## src/rtl/mips_pkg.sv

```systemverilog
// Shared encodings for the multicycle MIPS controller: opcodes, funct codes,
// ALU ops, mux selects, the 4-bit state encoding and the control bundle.
package mips_pkg;

  localparam logic [5:0] OP_RTYPE = 6'b000000;
  localparam logic [5:0] OP_LW    = 6'b100011;
  localparam logic [5:0] OP_SW    = 6'b101011;
  localparam logic [5:0] OP_BEQ   = 6'b000100;
  localparam logic [5:0] OP_J     = 6'b000010;
  localparam logic [5:0] OP_ADDI  = 6'b001000;

  localparam logic [5:0] FN_ADD = 6'b100000;
  localparam logic [5:0] FN_SUB = 6'b100010;
  localparam logic [5:0] FN_AND = 6'b100100;
  localparam logic [5:0] FN_OR  = 6'b100101;
  localparam logic [5:0] FN_SLT = 6'b101010;

  localparam logic [2:0] ALU_AND = 3'b000;
  localparam logic [2:0] ALU_OR  = 3'b001;
  localparam logic [2:0] ALU_ADD = 3'b010;
  localparam logic [2:0] ALU_SUB = 3'b110;
  localparam logic [2:0] ALU_SLT = 3'b111;

  localparam logic [1:0] SRCB_B      = 2'b00;
  localparam logic [1:0] SRCB_ONE    = 2'b01;
  localparam logic [1:0] SRCB_IMM    = 2'b10;
  localparam logic [1:0] SRCB_IMM_SH = 2'b11;

  localparam logic [1:0] PCSRC_ALU    = 2'b00;
  localparam logic [1:0] PCSRC_ALUOUT = 2'b01;
  localparam logic [1:0] PCSRC_JUMP   = 2'b10;

  typedef enum logic [3:0] {
    S_IDLE    = 4'd0,
    S_FETCH   = 4'd1,
    S_DECODE  = 4'd2,
    S_MEMADR  = 4'd3,
    S_MEMRD   = 4'd4,
    S_MEMWB   = 4'd5,
    S_MEMWR   = 4'd6,
    S_EXEC    = 4'd7,
    S_ALUWB   = 4'd8,
    S_BEQ     = 4'd9,
    S_JUMP    = 4'd10,
    S_ADDI_EX = 4'd11,
    S_ADDI_WB = 4'd12
  } state_t;

  // pc_write is the unconditional PC load; branch is qualified by zero outside the register.
  typedef struct packed {
    logic       pc_write;
    logic       branch;
    logic       iord;
    logic       mem_read;
    logic       mem_write;
    logic       ir_write;
    logic       reg_dst;
    logic       mem_to_reg;
    logic       reg_write;
    logic       alu_src_a;
    logic [1:0] alu_src_b;
    logic [2:0] controlline;
    logic [1:0] pc_source;
  } ctrl_t;

endpackage

```

## src/rtl/alu_decoder.sv

```systemverilog
// R-type funct to ALU operation decode; o_valid flags a recognised funct.
module alu_decoder
  import mips_pkg::*;
(
  input  logic [5:0] i_funct,
  output logic [2:0] o_alu_op,
  output logic       o_valid
);

  always_comb begin
    o_alu_op = ALU_ADD;
    o_valid  = 1'b1;
    case (i_funct)
      FN_ADD:  o_alu_op = ALU_ADD;
      FN_SUB:  o_alu_op = ALU_SUB;
      FN_AND:  o_alu_op = ALU_AND;
      FN_OR:   o_alu_op = ALU_OR;
      FN_SLT:  o_alu_op = ALU_SLT;
      default: o_valid  = 1'b0;
    endcase
  end

endmodule

```

## src/rtl/multicycle_ctrl.sv

```systemverilog
// Main control FSM of the multicycle MIPS datapath.
// Define MULTICYCLE_CTRL_ADDI_EN to build the addi execute/writeback states.
module multicycle_ctrl
  import mips_pkg::*;
(
  input  logic       clk,
  input  logic       reset,
  input  logic [5:0] opcode,
  input  logic [5:0] funct,
  input  logic       zero,
  output logic       pc_en,
  output logic       IorD,
  output logic       MemRead,
  output logic       MemWrite,
  output logic       IRWrite,
  output logic       RegDst,
  output logic       MemtoReg,
  output logic       RegWrite,
  output logic       AluSrcA,
  output logic [1:0] AluSrcB,
  output logic [2:0] controlline,
  output logic [1:0] PCSource,
  output logic [3:0] state
);

  state_t     r_state;
  state_t     w_next;
  ctrl_t      r_ctrl;
  ctrl_t      w_ctrl;
  logic [2:0] w_alu_op;
  logic       w_alu_valid;

  alu_decoder u_alu_decoder (
    .i_funct  (funct),
    .o_alu_op (w_alu_op),
    .o_valid  (w_alu_valid)
  );

  always_comb begin
    w_next = S_IDLE;
    case (r_state)
      S_IDLE:   w_next = S_FETCH;
      S_FETCH:  w_next = S_DECODE;
      S_DECODE: begin
        case (opcode)
          OP_LW, OP_SW: w_next = S_MEMADR;
          OP_RTYPE:     w_next = S_EXEC;
          OP_BEQ:       w_next = S_BEQ;
          OP_J:         w_next = S_JUMP;
`ifdef MULTICYCLE_CTRL_ADDI_EN
          OP_ADDI:      w_next = S_ADDI_EX;
`endif
          default:      w_next = S_FETCH;
        endcase
      end
      S_MEMADR: w_next = (opcode == OP_LW) ? S_MEMRD : S_MEMWR;
      S_MEMRD:  w_next = S_MEMWB;
      S_MEMWB:  w_next = S_FETCH;
      S_MEMWR:  w_next = S_FETCH;
      S_EXEC:   w_next = S_ALUWB;
      S_ALUWB:  w_next = S_FETCH;
      S_BEQ:    w_next = S_FETCH;
      S_JUMP:   w_next = S_FETCH;
`ifdef MULTICYCLE_CTRL_ADDI_EN
      S_ADDI_EX: w_next = S_ADDI_WB;
      S_ADDI_WB: w_next = S_FETCH;
`endif
      default:  w_next = S_IDLE;
    endcase
  end

  // Outputs are decoded for the state being entered so they register alongside it.
  always_comb begin
    w_ctrl = '0;
    case (w_next)
      S_FETCH: begin
        w_ctrl.mem_read    = 1'b1;
        w_ctrl.ir_write    = 1'b1;
        w_ctrl.pc_write    = 1'b1;
        w_ctrl.alu_src_b   = SRCB_ONE;
        w_ctrl.controlline = ALU_ADD;
        w_ctrl.pc_source   = PCSRC_ALU;
      end
      S_DECODE: begin
        w_ctrl.alu_src_b   = SRCB_IMM_SH;
        w_ctrl.controlline = ALU_ADD;
      end
      S_MEMADR: begin
        w_ctrl.alu_src_a   = 1'b1;
        w_ctrl.alu_src_b   = SRCB_IMM;
        w_ctrl.controlline = ALU_ADD;
      end
      S_MEMRD: begin
        w_ctrl.mem_read = 1'b1;
        w_ctrl.iord     = 1'b1;
      end
      S_MEMWB: begin
        w_ctrl.reg_write  = 1'b1;
        w_ctrl.mem_to_reg = 1'b1;
      end
      S_MEMWR: begin
        w_ctrl.mem_write = 1'b1;
        w_ctrl.iord      = 1'b1;
      end
      S_EXEC: begin
        w_ctrl.alu_src_a   = 1'b1;
        w_ctrl.alu_src_b   = SRCB_B;
        w_ctrl.controlline = w_alu_op;
      end
      S_ALUWB: begin
        w_ctrl.reg_write = w_alu_valid;
        w_ctrl.reg_dst   = 1'b1;
      end
      S_BEQ: begin
        w_ctrl.alu_src_a   = 1'b1;
        w_ctrl.alu_src_b   = SRCB_B;
        w_ctrl.controlline = ALU_SUB;
        w_ctrl.pc_source   = PCSRC_ALUOUT;
        w_ctrl.branch      = 1'b1;
      end
      S_JUMP: begin
        w_ctrl.pc_source = PCSRC_JUMP;
        w_ctrl.pc_write  = 1'b1;
      end
`ifdef MULTICYCLE_CTRL_ADDI_EN
      S_ADDI_EX: begin
        w_ctrl.alu_src_a   = 1'b1;
        w_ctrl.alu_src_b   = SRCB_IMM;
        w_ctrl.controlline = ALU_ADD;
      end
      S_ADDI_WB: begin
        w_ctrl.reg_write = 1'b1;
      end
`endif
      default: w_ctrl = '0;
    endcase
  end

  always_ff @(posedge clk or posedge reset) begin
    if (reset) begin
      r_state <= S_IDLE;
      r_ctrl  <= '0;
    end else begin
      r_state <= w_next;
      r_ctrl  <= w_ctrl;
    end
  end

  assign pc_en       = r_ctrl.pc_write | (r_ctrl.branch & zero);
  assign IorD        = r_ctrl.iord;
  assign MemRead     = r_ctrl.mem_read;
  assign MemWrite    = r_ctrl.mem_write;
  assign IRWrite     = r_ctrl.ir_write;
  assign RegDst      = r_ctrl.reg_dst;
  assign MemtoReg    = r_ctrl.mem_to_reg;
  assign RegWrite    = r_ctrl.reg_write;
  assign AluSrcA     = r_ctrl.alu_src_a;
  assign AluSrcB     = r_ctrl.alu_src_b;
  assign controlline = r_ctrl.controlline;
  assign PCSource    = r_ctrl.pc_source;
  assign state       = r_state;

endmodule

```

## config.mk

```make
export PLATFORM = sky130hd
export DESIGN_NAME = multicycle_ctrl
export DESIGN_NICKNAME = d
export VERILOG_FILES = /design/src/rtl/mips_pkg.sv /design/src/rtl/alu_decoder.sv /design/src/rtl/multicycle_ctrl.sv
export SDC_FILE = /design/constraint.sdc
export NUM_CORES = 1
export LEC_CHECK = 0
export ABC_AREA = 1
export ABC_CLOCK_PERIOD_IN_PS = 1300
export BUFFER_PORTS_ARGS = -buffer_cell sky130_fd_sc_hd__buf_4
export CAP_MARGIN = 20
export CORE_MARGIN = 4
export CORE_UTILIZATION = 44
export CTS_CLUSTER_SIZE = 40
export DETAILED_ROUTE_END_ITERATION = 10
export GPL_ROUTABILITY_DRIVEN = 0
export PLACE_DENSITY = 0.74
export SKIP_LAST_GASP = 1
export SYNTH_ARGS = -nofsm -noshare
export SYNTH_HDL_FRONTEND = slang
export SYNTH_SLANG_ARGS = --single-unit
```

## constraint.sdc

```tcl
create_clock -name clk -period 1.3 [get_ports clk]
set_input_delay 0.065 -clock clk [delete_from_list [all_inputs] [get_ports clk]]
set_output_delay 0.065 -clock clk [all_outputs]
set_load 0.01 [all_outputs]
```

* Yosys cells after proc, flatten, opt, wreduce, memory -nomap -nowiden
Cells that the tools add are included.
Storage, ports and cells: flip-flop bits (word level) 21, input port bits 15, output and inout bits 20, logic and storage cells 71
Cells by class: equality and inequality tests 29, muxes and demuxes 17, bitwise operators 2, reductions and logical operators 9
Operators with widths (count):
- == test 6 bit, second input constant | 7
- == test 4 x 3 -> 1 bit, second input constant | 8
- case mux 5 bit (5 select lines) | 1
- == test 4 bit, second input constant | 6
- case mux 4 bit (6 select lines) | 1
- == test 4 x 2 -> 1 bit, second input constant | 4
- case mux 4 bit (4 select lines) | 1
- case mux 3 bit (4 select lines) | 1
- 2-to-1 mux 1 bit | 10
- == test 4 x 1 -> 1 bit, second input constant | 2
- OR reduction 2 bit | 4
- == test 6 x 2 -> 1 bit, second input constant | 1
- == test 6 x 3 -> 1 bit, second input constant | 1
- logical NOT 6 bit | 1
- OR reduction 6 bit | 1
- OR reduction 5 bit | 1
- logical NOT 4 bit | 1
- case mux 2 bit (2 select lines) | 1
- OR reduction 3 bit | 1
- 2-to-1 mux 2 bit | 1
- case mux 1 bit (2 select lines) | 1
- bitwise AND 1 bit | 1
- OR 1 bit | 1

* Longest topological paths before layout
Gate-level depths: netlist of run 1.
word-level depth 7, mapped depth 9, mapped depth without buffers 9

* Cells and area by module
A second synthesis of run 1 with hierarchy kept.
Unflattened totals: cells, all modules 138, area total of the unflattened synthesis 1074.8 um^2
By module, submodules not included:
- multicycle_ctrl | times used 1, cells an instance 110, area an instance 955.9 um^2, sequential area each 500.5 um^2
- alu_decoder | times used 1, cells an instance 28, area an instance 118.9 um^2, sequential area each 0.0 um^2

* Least setup slack after synthesis of run 1
No wires, ideal clock.
kind reg2reg, from register r_state[2] (netlist: state[2]), to register r_ctrl (netlist bit controlline[1]), library setup time 122 ps, arrival 1160 ps, required time 1178 ps, setup slack 18 ps, stages on the path, launching flop included 9, path buffers 0, period minus slack after synthesis 1282 ps, cell sequence dfrtp_1 -> nor2_4 -> nand3_2 -> nor2_2 -> nor2_4 -> inv_4 -> nor2_4 -> nand2_2 -> nand3_2
RTL lines:
- from (decl) | line multicycle_ctrl.sv:26 | state_t r_state;
- from (signal assigned) | line multicycle_ctrl.sv:144 | r_state <= w_next;
- to (signal assigned) | line multicycle_ctrl.sv:145 | r_ctrl <= w_ctrl;
- to (decl) | line multicycle_ctrl.sv:28 | ctrl_t r_ctrl;

==> results of run 1 <==
[layer usage]
layer / track usage [%] / vias up
li1: - / 457
met4: 6.954 / 0
met1: 18.53 / 449
met5: 0 / -
met2: 29.52 / 25
met3: 3.394 / 2
[placed cells by master (no fill, tap or decap), types with 5 or more instances in the layout]
cell type / netlist / layout
nor2_1: 7 / 7
inv_1: 22 / 21
nand2_4: 3 / 5
nand2_1: 22 / 19
dfrtp_1: 20 / 18
nor2_4: 5 / 6
buf_4: 7 / 43
nand3_2: 6 / 5
nand2_2: 6 / 7
nand3_1: 8 / 8
[timing repair]
item | 4_1_cts | 5_1_grt
cloned | 0 | 0
setup buffers | 6 | 1
hold buffers | 1 | 0
resized for setup | 9 | 2
endpoints found under the setup margin | 11 | 11
endpoints found under the hold margin | 20 | 0
pin swaps | 7 | 3
[registers in the layout, indices dropped and copies added, names as in the netlist]
signal       count
IRWrite          1
RegDst           1
state            4
r_ctrl           2
MemWrite         1
AluSrcB          2
MemRead          1
IorD             1
controlline      3
RegWrite         1
AluSrcA          1
MemtoReg         1
PCSource         1
[tightest hold or removal path, cell delays in order]
cell	delay, ns
buf_4	0.09
nor2_1	0.05
nand2_1	0.06
nand2_1	0.05
[per-stage QoR]
step | worst slack [ns] | util [%] | cell area [um2]
2_1_floorplan | 0.01752 | - | 1077
5_1_grt | -0.1382 | 65.09 | 1481
4_1_cts | -0.01126 | 64.54 | 1469
6_report | -0.06359 | 65.09 | 1481
3_3_place_gp | 0.001432 | 58.44 | 1330
3_5_place_dp | -0.04976 | 58.44 | 1330
[cell type report]
type | instances | area [um2]
tap | 28 | 35.03
clock inverter | 1 | 30.03
clock buffer | 3 | 22.52
multi-input combinational | 71 | 450.4
inverter | 26 | 107.6
sequential | 20 | 503.0
fill | 185 | 794.5
timing repair buffer | 44 | 332.8
[power groups by stage]
stage               clock [W]  combinational [W]  sequential [W]
floorplan                   0           0.000992        0.000989
global placement            0            0.00143        0.000937
detailed placement          0            0.00148        0.000943
CTS                  0.000520            0.00163        0.000923
global route         0.000539            0.00189        0.000951
finish               0.000504            0.00173        0.000927
[worst min-delay path by stage]
stage	cells past startpoint	slack, ns	startpoint	end
3_3_place_gp	3	0.11	reset	MemWrite
2_1_floorplan	1	0.03	reset	AluSrcA
3_5_place_dp	3	0.11	reset	MemWrite
6_report	4	0.03	funct[2]	controlline[2]
5_1_grt	4	0.06	funct[2]	controlline[2]
4_1_cts	4	0.02	funct[2]	controlline[2]
[logic make-up after synthesis]
family | after synthesis | share of synthesized area (%)
AOI/OAI and AO/OA | 4 | 2.090
buffers and inverters | 33 | 14.52
DFF | 20 | 46.46
and+or+nand+nor | 67 | 36.93
==> flow_summary.ini, run 1 <==
[status]
run_status = finished with violations
violations = setup timing

[cts]
clk-insertion-delay-late_ns = 0.30
cts_buffers = 3
root_buffer = clkbuf_4
cts.clk_slew.worst_paths_ns = 0.12
htree_levels = 1
cts_sinks = 20
cts.path.max_buffers = 2
cts_tree = built

[setup_path]
cp-end-kind = flip-flop
reg2regPathDepth = 7
startpoint = state[2]
rrSetupSlack_ns = -0.06
critPathKind = reg -> reg
required_ns = 1.55
regToRegStartpoint = state[2]
crit_arrival_ns = 1.61
worst-path-stages = 7
reg2reg_to = r_ctrl[16]
start_kind = flip-flop
cpLargestDelayFamily = simple AND/OR/NAND/NOR gates
crit_chain = nor2_4 -> nand3_4 -> clkinv_4 -> nand2_2 -> nand2_4 -> nand3_1 -> nand2_2
crit_path_max_incr_delay_ns = 0.47
crit_buf_inv = 1
cp_slowest_cell = dfrtp_2
timing.critical_path.fanout_max = 5
crit_path_frequent_cell = nand2_2
endpoint = r_ctrl[16]

[power]
combPwrFrac_pct = 54.7
netSwitchingPower_w = 0.001286
ir_drop_v = 0.001164
power_leakage_nw = 0.8723
clock_power_share_pct = 16.0
p_int_w = 0.001874
p_total_w = 0.003160
cellPowerDensity_nw_per_um2 = 2133
sequentialPowerShare_pct = 29.3
p_sw_share_pct = 40.70

[synthesis]
ys_ff_latch = 20
syn_nets = 139
ys_seq_area_share_pct = 46.46
postSynth.asyncResetShare_pct = 100.0
synth_top_area_share_pct = 46.46
synth_edf_count = 0
syn_inst = 124
synth_top_flop_cell = dfrtp_1
syn_area_um2 = 1077
yosysUniqueCellTypes = 20
synth_top_cells_by_area = dfrtp_1 (46%), inv_1 (7.7%), nand2_1 (7.7%)
ys_warn_count = 0
yosys-top-cells-count = inv_1 (22), nand2_1 (22), dfrtp_1 (20), nand3_1 (8)
avgSynthCellArea_um2 = 8.688
synth_top_area_cell = dfrtp_1

[floorplanning]
die_h_um = 57.48
ios = 35
initial_core_util_pct = 47.33
core_area_um2 = 2276
die_w_um = 57.48
fp-row-count = 17
die-area_um2 = 3304

[layout]
syn2layout_area_growth_pct = 37.51
antenna_cells = 0
final_cells = 193
final_net_count = 181
layout-drive-gt1-share_pct = 49.09

[drt]
vias_per_cell = 4.834
wirelength_met1_um = 975
drt_first_pass_iters = 4
drc = 0
ant_nets = 0
routedWlPerCell_um = 12.82
vias = 933
wl_met3_um = 129
drt_iter0_markers = 10
wl_um = 2474
dr_wl_met2_um = 1354
top_layer_used = met4

[sta]
finalSetupViolations = 11
fin_hold_ws_ns = 0.03098
final_max_slew_viol_count = 0
tightestPinTransition_ns = 0.2585
timing.fmax_ghz = 0.7334
fin_crit_sh_pct = 104.9
rsz0062_at_grt = yes
hold_viol = 0
finalWorstSetupSlack_ns = -0.06359
skew_ns = 0.001600
finalSetupTns_ns = -0.5280
period_needed_ns = 1.364
slew_headroom_pct = 82.77

[grt]
grt.total_usage_pct = 16.40
grt_overflow = 0
grt_max_degree = 21
grt_pass1_vias = 979
antenna_found_initial = 0
grt_pass1_wl_um = 4243

[flow_run]
cap_violations = 0

[placement]
placedCellCount = 181
dp_hpwl_um = 1847
port_buffers = 34

[hold_path]
hp-class = in -> reg
Note: power is estimated with default switching activity, not from simulation.
==> inputs of run 2 (changes only) <==
--- a/config.mk
+++ b/config.mk
@@ -14,6 +14,7 @@
 export CTS_CLUSTER_SIZE = 40
 export DETAILED_ROUTE_END_ITERATION = 10
 export GPL_ROUTABILITY_DRIVEN = 0
+export GPL_TIMING_DRIVEN = 0
 export PLACE_DENSITY = 0.74
 export SKIP_LAST_GASP = 1
 export SYNTH_ARGS = -nofsm -noshare
==> flow_summary.ini, run 2 (same netlist as run 1, synthesis figures left out) <==
[hold_path]
hp-class = in -> reg
min_to = controlline[2]
min_from = funct[2]
holdPathStages = 4

[power]
cellPowerDensity_nw_per_um2 = 2012
power_leakage_nw = 0.8976
ir_drop_v = 0.0009589
p_total_w = 0.003032

[grt]
grt_max_degree = 21
grt_pass1_wl_um = 3781
antenna_found_initial = 0
grt_overflow = 0
grt.total_usage_pct = 14.81
grt_pass1_vias = 930

[cts]
clk-insertion-delay-late_ns = 0.30
htree_levels = 1
root_buffer = clkbuf_4
cts_buffers = 3
cts_tree = built
cts_sinks = 20
cts.clk_slew.worst_paths_ns = 0.11
cts.path.max_buffers = 2

[floorplanning]
fp-row-count = 17
initial_core_util_pct = 47.33
die_h_um = 57.48
die_w_um = 57.48
die-area_um2 = 3304
ios = 35
core_area_um2 = 2276

[placement]
placedCellCount = 186
dp_hpwl_um = 1820
port_buffers = 34

[status]
violations = setup timing
run_status = finished with violations

[setup_path]
cp_slowest_cell = dfrtp_2
reg2reg_to = controlline[1]
critPathKind = reg -> reg
rrSetupSlack_ns = -0.02
required_ns = 1.54
crit_path_max_incr_delay_ns = 0.44
cp-end-kind = flip-flop
crit_chain = nand2_1 -> inv_1 -> nand2_1 -> nand2_2 -> nor2_4 -> inv_4 -> nor2_4 -> nand2_2 -> nand3_2
regToRegStartpoint = state[1]
reg2regPathDepth = 9
timing.critical_path.fanout_max = 4
start_kind = flip-flop
crit_arrival_ns = 1.56

[drt]
drt_first_pass_iters = 5
vias_per_cell = 4.702
routedWlPerCell_um = 11.70
vias = 931
drt_iter0_markers = 11
wl_um = 2316
drc = 0
ant_nets = 0

[layout]
syn2layout_area_growth_pct = 39.84
layout-drive-gt1-share_pct = 52.35
mostFrequentLayoutCell = buf_4
final_util_pct = 66.19
largest_register_ffs = 4
antenna_cells = 0
most-common-layout-cells = buf_4 (48), inv_1 (20), nand2_1 (18)
final_net_count = 186
final_cells = 198

[sta]
slew_headroom_pct = 51.31
skew_ns = 0.006874
hold_viol = 0
final_max_slew_viol_count = 0
finalSetupViolations = 8
period_needed_ns = 1.323
finalWorstSetupSlack_ns = -0.02315
timing.fmax_ghz = 0.7558
tightestPinTransition_ns = 0.7296
fin_crit_sh_pct = 101.8
rsz0062_at_grt = yes

[flow_run]
cap_violations = 0
==> run 2: changes by cell type in the layout (fill, tap and decap cells not counted), sizes merged <==
| cell | previous run | this run |
|---|---|---|
| buf | 43 | 48 |
| bufinv | 1 | 0 |
| clkbuf | 3 | 4 |
==> run 2: worst max-delay path by stage <==
stage | start | end | slack (ns) | depth (start not counted)
2_1_floorplan | state[2] | controlline[1] | 0.02 | 8
3_3_place_gp | state[2] | controlline[1] | -0.05 | 8
3_5_place_dp | state[2] | controlline[1] | -0.08 | 8
4_1_cts | state[3] | controlline[0] | -0.04 | 9
5_1_grt | state[1] | controlline[1] | -0.11 | 9
6_report | state[1] | controlline[1] | -0.02 | 9
==> run 2: layout make-up <==
type | instances | area, um2
buffer | 7 | 52.55
clock buffer | 4 | 36.28
fill | 190 | 769.5
inverter | 26 | 107.6
multi-input combinational | 71 | 452.9
sequential | 20 | 504.2
tap | 28 | 35.03
timing repair buffer | 42 | 317.8
==> run 2: where the power goes <==
group	switching, W	internal, W	total (W)	leakage [nW]
Clock	0.000186	0.000171	0.000357	0.0210
Combinational	0.000975	0.000780	0.00175	0.618
Sequential	0.0000932	0.000827	0.000921	0.259
==> run 2: stage by stage <==
stage / TNS [ns] / setup slack (ns) / hold WS, ns / area (um2)
final: -0.08576 / -0.02315 / 0.06242 / 1506
after global routing: -0.9726 / -0.1055 / 0.05699 / 1506
after CTS: -0.1592 / -0.03607 / 0.04349 / 1489
after detailed placement: -0.4285 / -0.08024 / 0.2402 / 1368
after global placement: -0.1986 / -0.04713 / 0.2277 / 1368
after floorplan: 0 / 0.01752 / 0.02883 / 1077
==> run 2: routing by layer <==
layer | GRT usage, % | routed length, um | vias up | part of all wire (%)
met3 | 3.394 | 130 | 5 | 5.6
li1 | - | - | 462 | -
met1 | 15.85 | 870 | 440 | 38
met5 | 0 | 0 | - | 0
met2 | 27.58 | 1278 | 24 | 55
met4 | 5.960 | 36 | 0 | 1.6
==> run 2: worst max-delay path: cells and delay by family, from the launching register on <==
family                 cells  cell delay, ns
AND/OR/NAND/NOR            7            0.69
flip-flops                 1            0.44
buffers and inverters      2            0.12
==> run 2: timing repair <==
item / 4_1_cts / 5_1_grt
endpoints found under the setup margin: 10 / 11
hold buffers: 1 / 0
setup buffers: 6 / 1
pin swaps: 5 / 2
endpoints found under the hold margin: 20 / 0
resized for setup: 11 / 3
==> inputs of run 3 (changes only) <==
--- a/config.mk
+++ b/config.mk
@@ -17,6 +17,8 @@
 export GPL_TIMING_DRIVEN = 0
 export PLACE_DENSITY = 0.74
 export SKIP_LAST_GASP = 1
+export SLEW_MARGIN = 20
 export SYNTH_ARGS = -nofsm -noshare
 export SYNTH_HDL_FRONTEND = slang
+export SYNTH_HIERARCHICAL = 1
 export SYNTH_SLANG_ARGS = --single-unit
==> flow_summary.ini, run 3 <==
[grt]
antenna_found_initial = 0
grt_overflow = 0
grt_pass1_wl_um = 4236
grt_pass1_vias = 1031
grt.total_usage_pct = 16.86
grt_max_degree = 21

[cts]
clk-insertion-delay-late_ns = 0.30
cts.clk_slew.worst_paths_ns = 0.11
cts_buffers = 3
htree_levels = 1
root_buffer = clkbuf_4
cts_sinks = 20
cts_tree = built
cts.path.max_buffers = 2

[hold_path]
hp-class = in -> reg
holdPathStages = 5

[status]
run_status = finished with violations
violations = setup timing

[floorplanning]
die-area_um2 = 3298
fp-row-count = 17
die_h_um = 57.43
die_w_um = 57.43
core_area_um2 = 2276
ios = 35
initial_core_util_pct = 47.22

[setup_path]
crit_arrival_ns = 1.60
cp-end-kind = flip-flop
critPathKind = reg -> reg
start_kind = flip-flop
reg2regPathDepth = 9
required_ns = 1.55
timing.critical_path.fanout_max = 4

[sta]
rsz0062_at_grt = yes
slew_headroom_pct = 51.37
timing.fmax_ghz = 0.7369
final_max_slew_viol_count = 0
period_needed_ns = 1.357
skew_ns = 0.002716
fin_crit_sh_pct = 104.4
hold_viol = 0
tightestPinTransition_ns = 0.7286
finalSetupTns_ns = -0.3271
finalWorstSetupSlack_ns = -0.05704
finalSetupViolations = 8

[drt]
wirelength_met1_um = 922
drt_first_pass_iters = 4
dr_wl_met2_um = 1508
wl_met3_um = 118
wl_um = 2604
top_layer_used = met4
drt_iter0_markers = 16
drc = 0
routedWlPerCell_um = 12.06
vias = 1012
ant_nets = 0
vias_per_cell = 4.685

[power]
power_leakage_nw = 0.9826
ir_drop_v = 0.001239
cellPowerDensity_nw_per_um2 = 2039

[synthesis]
avgSynthCellArea_um2 = 7.788
synth_top_cells_by_area = dfrtp_1 (47%), nand2_1 (11%), inv_1 (7.7%)
synth_most_common_cell = nand2_1
ys_warn_count = 6
postSynth.asyncResetShare_pct = 100.0
syn_area_um2 = 1075
synth_edf_count = 0
yosys-top-cells-count = nand2_1 (32), inv_1 (22), dfrtp_1 (20), nor2_1 (14), nand3_1 (13)
ys_seq_area_share_pct = 46.57
synth_top_area_share_pct = 46.57
syn_inst = 138
yosysUniqueCellTypes = 19
syn_nets = 153
ys_ff_latch = 20
synth_top_area_cell = dfrtp_1
synth_top_flop_cell = dfrtp_1

[placement]
dp_hpwl_um = 1946
placedCellCount = 200
port_buffers = 34

[layout]
syn2layout_area_growth_pct = 47.85
final_net_count = 204
final_util_pct = 69.82
most-common-layout-cells = buf_4 (50), nand2_1 (26), inv_1 (22)
layout-drive-gt1-share_pct = 47.87
largest_register_ffs = 4
final_cells = 216
antenna_cells = 0
mostFrequentLayoutCell = buf_4

[flow_run]
cap_violations = 0
-- run 3: area by class of cell --
cell class | instances | area (um2)
Multi-Input combinational cell | 82 | 480.5
Sequential cell | 20 | 504.2
Buffer | 7 | 52.55
Inverter | 29 | 116.4
Timing Repair Buffer | 46 | 364.1
Fill cell | 168 | 686.9
Tap cell | 28 | 35.03
Clock buffer | 4 | 36.28
-- run 3: logic make-up (layout without fill, tap and decap cells) --
| kind of cell | after synthesis | after routing | share of synthesized area (%) |
|---|---|---|---|
| DFF | 20 | 20 | 46.57 |
| AOI/OAI and AO/OA | 2 | 2 | 1.164 |
| buffers and inverters | 36 | 86 | 15.37 |
| and+or+nand+nor | 80 | 80 | 36.90 |
-- run 3: power by group --
part / internal, W / switching (W) / leakage [nW]
clock network: 0.000171 / 0.000191 / 0.0210
logic: 0.000915 / 0.00102 / 0.703
registers: 0.000828 / 0.000111 / 0.259
-- run 3: per-stage QoR --
| step | instance area, um2 | hold slack (ns) | worst slack [ns] | power, W |
|---|---|---|---|---|
| 6_report | 1589 | 0.07948 | -0.05704 | 0.003240 |
| 5_1_grt | 1589 | 0.09322 | -0.1473 | 0.003447 |
| 4_1_cts | 1539 | 0.06988 | -0.008335 | 0.003059 |
| 3_5_place_dp | 1365 | 0.2322 | -0.1327 | 0.002383 |
| 3_3_place_gp | 1365 | 0.2236 | -0.08360 | 0.002324 |
| 2_1_floorplan | 1075 | 0.02883 | 0.02069 | 0.001881 |
-- run 3: worst paths after layout --
check                               start  slack (ns)              to
worst max-delay path             state[3]       -0.06  controlline[2]
worst min-delay path            opcode[3]        0.08        MemWrite
worst max register to register   state[3]       -0.06  controlline[2]
min in group asynchronous           reset        0.43        MemtoReg
worst min register to register   state[0]        0.61      AluSrcB[0]
max in group asynchronous           reset        0.36        state[2]
-- run 3: metal layers --
layer / up-vias / GRT usage, %
met2: 26 / 32.26
met4: 0 / 7.947
met3: 4 / 2.715
li1: 506 / -
met5: - / 0
met1: 476 / 17.51
-- run 3: critical path, stage by stage, from the launching register on --
cell,delay (ns)
dfrtp_2,0.45
nor2_4,0.18
nand3_4,0.14
clkinv_4,0.10
nand2_4,0.05
nand2_4,0.09
inv_4,0.05
nor2_8,0.10
nand2_2,0.07
nand2_1,0.07
-- run 3: repair_timing --
action | CTS | global route
endpoints found under the setup margin | 10 | 10
endpoints found under the hold margin | 20 | 0
buffers inserted | 7 | 4
gates resized for setup | 19 | 2
pin swaps | 9 | 3
hold buffers | 1 | 0
